## config.mk

```make
export PLATFORM = sky130hd
export DESIGN_NAME = hazard_unit
export DESIGN_NICKNAME = d
export VERILOG_FILES = /design/src/rtl/hazard_unit_pkg.sv /design/src/rtl/sat_counter.sv /design/src/rtl/hazard_unit.sv
export SDC_FILE = /design/constraint.sdc
export NUM_CORES = 1
export LEC_CHECK = 0
export CORE_AREA = 2 2 101 83
export CTS_BUF_LIST = sky130_fd_sc_hd__clkbuf_8 sky130_fd_sc_hd__clkbuf_16
export DETAILED_ROUTE_END_ITERATION = 16
export DIE_AREA = 0 0 103 85
export PLACE_DENSITY = 0.84
export SLEW_MARGIN = 20
export SYNTH_ARGS = -nofsm -noshare
export SYNTH_HDL_FRONTEND = slang
export SYNTH_SLANG_ARGS = --single-unit
```

## constraint.sdc

```tcl
create_clock -name clk -period 2.85 [get_ports clk]
set_input_delay 0.4275 -clock clk [delete_from_list [all_inputs] [get_ports clk]]
set_output_delay 0.4275 -clock clk [all_outputs]
set_load 0.02 [all_outputs]
```

## src/rtl/hazard_unit_pkg.sv

```systemverilog
// Shared pipeline-control types: hazard FSM states and operand-forwarding source selects.
package hazard_unit_pkg;

  typedef enum logic [1:0] {
    S_RUN      = 2'd0,
    S_MEM_WAIT = 2'd1,
    S_ERROR    = 2'd2
  } hazard_state_t;

  localparam logic [1:0] FWD_SRC_RF  = 2'd0;
  localparam logic [1:0] FWD_SRC_EX  = 2'd1;
  localparam logic [1:0] FWD_SRC_MEM = 2'd2;
  localparam logic [1:0] FWD_SRC_WB  = 2'd3;

endpackage

```

## src/rtl/sat_counter.sv

```systemverilog
// Up-counter that sticks at all-ones instead of wrapping; synchronous clear on rst.
module sat_counter #(
  parameter int unsigned WIDTH = 32
) (
  input  logic             clk,
  input  logic             rst,
  input  logic             en,
  output logic [WIDTH-1:0] count
);

  always_ff @(posedge clk) begin
    if (rst) begin
      count <= '0;
    end else if (en && (count != {WIDTH{1'b1}})) begin
      count <= count + WIDTH'(1);
    end
  end

endmodule

```

## src/rtl/hazard_unit.sv

```systemverilog
// Pipeline stall/flush controller: memory-wait freeze, taken-branch squash, load-use bubble,
// memory-timeout trap, plus saturating perf counters.
module hazard_unit
  import hazard_unit_pkg::*;
#(
  parameter int unsigned CNT_WIDTH   = 32,
  parameter int unsigned MEM_TIMEOUT = 255
) (
  input  logic                 clk,
  input  logic                 rst,
  input  logic [4:0]           id_sel_rs1_i,
  input  logic [4:0]           id_sel_rs2_i,
  input  logic                 id_uses_rs1_i,
  input  logic                 id_uses_rs2_i,
  input  logic [4:0]           ex_sel_rd_i,
  input  logic                 ex_is_load_i,
  input  logic                 ex_reg_write_i,
  input  logic                 ex_branch_taken_i,
  input  logic                 mem_req_i,
  input  logic                 mem_ready_i,
  output logic                 stall_if_o,
  output logic                 stall_id_o,
  output logic                 stall_ex_o,
  output logic                 stall_mem_o,
  output logic                 flush_id_o,
  output logic                 flush_ex_o,
  output logic                 flush_wb_o,
  output logic                 error_o,
  output logic [CNT_WIDTH-1:0] stall_cycles_o,
  output logic [CNT_WIDTH-1:0] flush_count_o
);

  // wait_cnt only needs to reach MEM_TIMEOUT-1 before the trap fires
  localparam int unsigned WAIT_W = (MEM_TIMEOUT < 2) ? 1 : $clog2(MEM_TIMEOUT);

  hazard_state_t     state, state_next;
  logic [WAIT_W-1:0] wait_cnt;
  logic              mem_wait, timeout, load_use;

  assign mem_wait = mem_req_i & ~mem_ready_i;
  assign timeout  = mem_wait && (wait_cnt == WAIT_W'(MEM_TIMEOUT - 1));
  assign load_use = ex_is_load_i & ex_reg_write_i & (ex_sel_rd_i != 5'd0) &
                    ((id_uses_rs1_i & (id_sel_rs1_i == ex_sel_rd_i)) |
                     (id_uses_rs2_i & (id_sel_rs2_i == ex_sel_rd_i)));

  always_ff @(posedge clk) begin
    if (rst) begin
      state <= S_RUN;
    end else begin
      state <= state_next;
    end
  end

  always_ff @(posedge clk) begin
    if (rst || !mem_wait) begin
      wait_cnt <= '0;
    end else if (state != S_ERROR) begin
      wait_cnt <= wait_cnt + WAIT_W'(1);
    end
  end

  always_comb begin
    state_next = state;
    case (state)
      S_RUN, S_MEM_WAIT: begin
        if (timeout) begin
          state_next = S_ERROR;
        end else if (mem_wait) begin
          state_next = S_MEM_WAIT;
        end else begin
          state_next = S_RUN;
        end
      end
      S_ERROR: state_next = S_ERROR;
      default: state_next = S_RUN;
    endcase
  end

  // Priority: trap > memory wait > taken branch > load-use
  always_comb begin
    stall_if_o  = 1'b0;
    stall_id_o  = 1'b0;
    stall_ex_o  = 1'b0;
    stall_mem_o = 1'b0;
    flush_id_o  = 1'b0;
    flush_ex_o  = 1'b0;
    flush_wb_o  = 1'b0;
    if (!rst) begin
      if (state == S_ERROR) begin
        stall_if_o  = 1'b1;
        stall_id_o  = 1'b1;
        stall_ex_o  = 1'b1;
        stall_mem_o = 1'b1;
      end else if (mem_wait) begin
        stall_if_o  = 1'b1;
        stall_id_o  = 1'b1;
        stall_ex_o  = 1'b1;
        stall_mem_o = 1'b1;
        flush_wb_o  = 1'b1;
      end else if (ex_branch_taken_i) begin
        flush_id_o = 1'b1;
        flush_ex_o = 1'b1;
      end else if (load_use) begin
        stall_if_o = 1'b1;
        stall_id_o = 1'b1;
        flush_ex_o = 1'b1;
      end
    end
  end

  assign error_o = (state == S_ERROR);

  // flush_id_o is raised only by a taken branch, so it marks one flush event per cycle
  sat_counter #(.WIDTH(CNT_WIDTH)) u_stall_cnt (
    .clk   (clk),
    .rst   (rst),
    .en    (stall_if_o),
    .count (stall_cycles_o)
  );

  sat_counter #(.WIDTH(CNT_WIDTH)) u_flush_cnt (
    .clk   (clk),
    .rst   (rst),
    .en    (flush_id_o),
    .count (flush_count_o)
  );

endmodule
```

==> metrics.md <==
| Metric | Value |
|---|---|
| Async S/R FF share, synth | 0% |
| Avg WL per Cell | 14.3 um |
| Num ports | 96 |
| Total wire length | between 9 and 10 mm |
| Nets | 579 |
| Syn. warnings | 0 |
| Hold path depth | 1 |
| TritonRoute pass-1 iters | 4 |
| Die Area | 8760 um2 |
| Grt ovf | 0 |
| WS Path Type | primary input to primary output |
| Final ANT Viol Nets | 0 |
| Power density cells | 422 nW/um2 |
| Outcome | completed |
| CTS clk-pin slew, worst paths | 70 ps |
| Setup TNS | 0 ps |
| Maximum fanout along the worst path | 2 |
| Vias per cell | 5.46 |
| Post-synth top area share | 40.2% |
| Synth area leaders | dfxtp_1, xnor2_1, nor2_1 |
| DP Area | 4850 um2 |
| Clk_skew | 10.4 ps |
| CTS Buffer Depth | 2 |
| Register Area | 1480 um2 |
| Hold Crit Class | flop to flop |
| Core Rows | 29 |
| Number of synthesized flops with an enable pin | 0 |
| Num CTS Buffers | 9 |
| Worst-skew pair later-pin latency | 350 ps |
| Worst setup SP type | primary input |
| # H-tree levels | 3 |
| Synth unique cells | 45 |
| Most common cell in the netlist | dfxtp_1 |
| Primary FF master, synth | dfxtp_1 |
| Chip width | a little over 100 um |
| CTS tree | built |
| Global-route wire length before repair | 15.4 mm |
| Fmax | 0.362 GHz |
| HPWL Detailed | 6.87 mm |
| Min cycle time layout | roughly 2800 ps |
| Yosys reg bits | 74 |
| Min-delay src | state[1]$_SDFF_PP0_ |
| Pins Over Slew Limit | 0 |
| Die height | roughly 85 um |
| Post-synthesis sequential area ratio | 40.2% |
| Reg2Reg Depth | 6 |
| Worst slew margin | 56.5% |
| Avg Inst Size Synth | 8.36 um2 |
| Initial antenna violation count | 0 |
| Fillcell total | about 630 |
| Total track usage | 22.0% |
| Yosys top cell by area | dfxtp_1 |
| Synth Instances | 441 |
| Antenna Cells | 0 |
| Via count | between 3000 and 4000 |
| DR iter-0 viols | between 150 and 200 |
| Initial Utilization | 47.5% |
| Unrepaired setup endpoints after global routing | no |
| Worst reg2reg startpoint | u_flush_cnt.count[5]$_SDFFE_PP0P_ |
| Final Core Density | 65.4% |
| Worst EP required | between 2000 and 2500 ps |
| # DRC | 0 |
| Clk Tree Root Cell | clkbuf_8 |
| Synth Cell Area | ~3700 um2 |
| R2R Path End | u_flush_cnt.count[21]$_SDFFE_PP0P_ |
| CTS Hold Bufs | 0 |
| Slew @ Worst Pin | ~640 ps |
| Multi-input logic area | 2080 um2 |
| Total core area | 7760 um2 |
| Area Overhead vs Synth | 37.6% |
| Synth top cells by count | dfxtp_1, nor2_1, nand2_1, xnor2_1, nand4_1 |
| Syn_nets | 469 |
| Critical Path AT | 2330 ps |
| Port-buffer cells | 95 |
| Tcrit/Tclk final | 96.9% |
| CP Capture Type | primary output |
| Max IR drop VDD | between 0.2 and 0.25 mV |
| RePlAce Congestion | 0.827 |
| Fin. Hold Viols | 0 |
| Setup violators final | 0 |
| Max-Cap Viols | 0 |
| Layout cells sized above 1 | 7.93% |
| Design Power | 2.14 mW |
| Vias in the first global route | 3322 |
| Post-route cell area | 5080 um2 |
| Min-Delay Endpoint | state[0]$_SDFF_PP0_ |
| R2R setup slack | 520 ps |
| Pleak | 1.74 nW |
| Pin count of the biggest net entering global routing | 42 |
| Clock Sinks | 74 |
==> flip-flops by register name (all words and copies together) (netlist names) <==
| name | count |
|---|---|
| state | 2 |
| wait_cnt | 8 |
| u_stall_cnt.count | 32 |
| u_flush_cnt.count | 32 |
==> report_power, final <==
part | internal [mW] | total [mW] | leakage [nW] | switching, mW
combinational | 0.0675 | 0.135 | 1.02 | 0.0670
clock | 0.574 | 0.966 | 0.120 | 0.392
sequential | 1.04 | 1.04 | 0.596 | 0.00343
==> cells by family (layout without fill, tap and decap cells) <==
| logic type | count (synthesis) | after routing | share of synthesized area (%) |
|---|---|---|---|
| adders and majority gates | 4 | 4 | 1.36 |
| and+or+nand+nor | 215 | 215 | 30.9 |
| muxes | 7 | 7 | 2.04 |
| buffers and inverters | 30 | 144 | 3.39 |
| DFF | 74 | 74 | 40.2 |
| AOI/OAI and AO/OA | 63 | 63 | 10.7 |
| xor gates and xnor gates | 48 | 48 | 11.4 |
==> worst max path at each step <==
stage | end | cells after the start | start | slack [ps]
final | stall_id_o | 8 | ex_sel_rd_i[1] | 90
after global routing | flush_ex_o | 8 | ex_sel_rd_i[1] | 8
after CTS | flush_ex_o | 8 | ex_sel_rd_i[1] | 80
after detailed placement | flush_ex_o | 8 | ex_sel_rd_i[1] | -130
after global placement | flush_ex_o | 8 | ex_sel_rd_i[1] | -120
after floorplan | stall_if_o | 6 | ex_sel_rd_i[1] | 380
==> stage by stage <==
step | setup WS (ps) | hold slack [ps] | std cells
after CTS | 84.3 | 453 | 663
after global placement | -115 | 436 | 648
after floorplan | 378 | 427 | 441
final | 88.8 | 464 | 663
after global routing | 8.06 | 469 | 663
after detailed placement | -131 | 459 | 648
==> critical path: stages <==
cell	delay, ps
clkdlybuf4s50_1	420
or4_1	510
o211ai_1	240
nor3_1	70
a21oi_1	170
buf_4	140
inv_1	40
dlygate4sd2_1	310
==> what timing repair did <==
action,CTS,global route
pin swaps,0,1
setup buffers,0,0
gates cloned,0,0
endpoints found under the setup margin,3,1
resized for setup,3,1
==> cell usage in the layout, fill, tap and decap left out, types with 3 or more instances in the layout <==
cell type        instances
o31ai_1                 12
xnor2_1                 28
a21oi_1                 26
clkdlybuf4s50_1         91
nor3_1                  11
mux2_2                   4
xor2_1                  20
mux2i_1                  3
and4_1                   5
or4_1                   13
o21ai_0                 11
buf_4                   20
clkbuf_8                 9
nor4_1                   8
nand2_1                 35
inv_1                   15
bufinv_16                3
nand4_1                 27
ha_1                     4
nor2b_1                  3
nor2_1                  57
nand2b_1                 3
or3_1                   12
nand3_1                 18
and3_1                  12
dfxtp_1                 74
==> final cells by class <==
class                   count  share of cell area [%]
clock buffers               9                    2.44
clock inverters             6                    2.12
inverters                  14                    1.04
multi-input cells         337                    41.0
flip-flops and latches     74                    29.2
well taps                 108                    2.66
repair buffers            115                    21.5
==> layer usage <==
| layer | routed length [um] | vias to the layer above | GRT usage (%) |
|---|---|---|---|
| met5 | 0 | - | 0 |
| met4 | 210 | 0 | 6.70 |
| met3 | 487 | 19 | 6.10 |
| met2 | 4660 | 96 | 35.5 |
| met1 | 4130 | 1702 | 28.7 |
| li1 | - | 1804 | - |
(Power assumes the default switching activity.)
==> RTL change: new RTL, same settings <==
The 3 states of `hazard_state_t` get a one-hot encoding in 3 bits.
--- a/src/rtl/hazard_unit_pkg.sv
+++ b/src/rtl/hazard_unit_pkg.sv
@@ -1,10 +1,10 @@
 // Shared pipeline-control types: hazard FSM states and operand-forwarding source selects.
 package hazard_unit_pkg;
 
-  typedef enum logic [1:0] {
-    S_RUN      = 2'd0,
-    S_MEM_WAIT = 2'd1,
-    S_ERROR    = 2'd2
+  typedef enum logic [2:0] {
+    S_RUN      = 3'b001,
+    S_MEM_WAIT = 3'b010,
+    S_ERROR    = 3'b100
   } hazard_state_t;
 
   localparam logic [1:0] FWD_SRC_RF  = 2'd0;
Behaviour: no difference found for any inputs over 10 cycles, from zero or initial values and one cycle with rst high; not proved beyond that.
==> RTL change against the unedited design <==
Area after synthesis rose by 3.6%. Core utilization shrank 0.18 points. Power shrank 2.2%. Synthesized cell count is 3.2% higher. Hold slack gained 0.026 ns. Wire length increased by 2.5%. Worst setup slack better by 0.021 ns. Sequential cell count rose by 1. Design area down 0.27%. Largest power group unchanged.
==> RTL change: results (changes against the unedited design) <==
Outcome
  • Status: completed (unchanged)

Setup path
  • Worst EP arrival: 2.31 ns (was 2.33 ns)
  • Crit path from: ex_sel_rd_i[0] (was ex_sel_rd_i[1])
  • Reg2Reg Setup Slack: 0.32 ns (was 0.52 ns)
  • Crit Path Max Fanout: 3 (was 2)
  • R2R cell count: 8 (was 6)
  • Crit Reg-Reg Endpoint: u_stall_cnt.count[9] (was u_flush_cnt.count[21])
  • Critical path endpoint: stall_if_o (was stall_id_o)
  • Worst r2r src: state[1] (was u_flush_cnt.count[5])

GRT
  • GRT met3 Usage: 6.755% (was 6.096%)
  • Initial antenna violation count: 0 (unchanged)
  • Largest net degree at the start of global routing: 49 (was 42)
  • M1 GR Usage: 28.90% (was 28.70%)
  • Met2 Resource Use GR: 35.89% (was 35.48%)
  • Total GRT Usage: 22.20% (was 22.01%)
  • Vias in the first global route: 3,391 (was 3,322)
  • First-pass GRT wire length: 15,670 µm (was 15,400 µm)

Clock network
  • CTS Root Cell: clkbuf_8 (unchanged)
  • Cts bufs inserted: 9 (unchanged)
  • Max clock buf depth: 2 (unchanged)
  • Worst-Skew Late Latency: 0.35 ns (about the same)

Cells and area
  • Final #Nets: 576 (was 579)
  • Ant. Diodes: 0 (unchanged)
  • Fillers: 663 (was 631)
  • Layout cell share with drive strength beyond 1: 7.065% (was 7.928%)
  • Post-Layout Cell Count: 660 (was 663)
  • Top Registers: u_flush_cnt.count (32), u_stall_cnt.count (32), wait_cnt (8) (unchanged)

Detailed routing
  • Met2 WL: 4652 µm (was 4656 µm)
  • Final WL: 9719 µm (was 9482 µm)
  • DRT iter0 DRCs: 176 (was 158)
  • Via density: 5.547 (was 5.462)
  • Wl on met1: 4352 µm (was 4129 µm)
  • Met3 WL: 605 µm (was 487 µm)
  • Detailed Routing Iterations Pass 1: 4 (unchanged)

Synth
  • Avg Inst Size Synth: 8.398 µm² (was 8.364 µm²)
  • Synth cell count leaders: dfxtp_1 (75), nor2_1 (59), nand2_1 (28), nand4_1 (26), xnor2_1 (25) (was dfxtp_1 (74), nor2_1 (57), nand2_1 (35), xnor2_1 (28), nand4_1 (27))
  • Leading post-synthesis cells by cell area: dfxtp_1 (39%), nor2_1 (5.8%), xnor2_1 (5.7%) (was dfxtp_1 (40%), xnor2_1 (6.6%), nor2_1 (5.8%))
  • Synth Warn #: 0 (unchanged)
  • Synthesized Nets: 483 (was 469)
  • Ys async rst share: 0% (unchanged)
  • Synth cell types: 51 (was 45)
  • Sequential share of the synthesized area: 39.29% (was 40.16%)
  • Prevailing post-synth register cell: dfxtp_1 (unchanged)

Place
  • # port buffers: 95 (unchanged)
  • Detailed placer's ending HPWL: 6936 µm (was 6866 µm)
  • Placed insts: 645 (was 648)
  • Routability Congestion: 0.8452 (was 0.8268)

Worst hold path
  • Hold Crit Class: reg -> reg (unchanged)

Power and ir drop
  • Maximum VDD drop: 0.0002600 V (was 0.0002293 V)
  • Pleak: 1.701 nW (was 1.740 nW)

STA
  • Worst Clk Skew: 0.008829 ns (was 0.01045 ns)
  • Worst-Margin Slew: 0.6514 ns (was 0.6431 ns)
RTL change: metrics by stage:
step	worst slack, ns	area [µm²]
6_report	0.1095	5062
5_1_grt	0.06910	5062
4_1_cts	0.04048	5060
3_5_place_dp	-0.1163	4847
3_3_place_gp	-0.07928	4847
2_1_floorplan	0.5991	3821
RTL change: logic make-up after synthesis:
kind of cell	share of synthesized area (%)
simple gates	31.37
flops	39.29
compound gates	9.889
xor+xnor	11.23
buf+inv	4.322
mux	2.587
fa+ha+maj	1.310
RTL change: worst max-delay path, cell delays in order:
cell,delay [ns]
clkdlybuf4s50_1,0.47
or3_1,0.40
o311a_1,0.33
a21o_4,0.22
and2_1,0.14
dlygate4sd2_1,0.32
RTL change: worst min path at each step:
stage / cells after the start / to / slack (ns) / start
after global placement: 2 / wait_cnt[5] / 0.46 / wait_cnt[5]
after floorplan: 2 / wait_cnt[5] / 0.45 / wait_cnt[5]
after detailed placement: 2 / wait_cnt[5] / 0.49 / wait_cnt[5]
after CTS: 2 / wait_cnt[5] / 0.50 / wait_cnt[5]
after global routing: 2 / wait_cnt[7] / 0.52 / wait_cnt[7]
final: 2 / wait_cnt[5] / 0.49 / wait_cnt[5]
RTL change: repair_timing:
item                                    in CTS  in global routing
gates cloned                                 0                  0
gates resized for setup                      2                  1
endpoints found under the setup margin       2                  1
buffers inserted                             0                  0
RTL change: area by class of cell:
class	instances	share of cell area [%]
multi-input cells	346	42.56
flip-flops and latches	75	29.66
repair buffers	103	19.87
clock buffers	10	2.719
well taps	108	2.669
clock inverters	5	1.532
inverters	13	0.9886
RTL change: report_power, final:
| group | switching (mW) | internal, mW |
|---|---|---|
| registers | 0.00418 | 1.05 |
| logic | 0.0688 | 0.0661 |
| clock network | 0.393 | 0.509 |
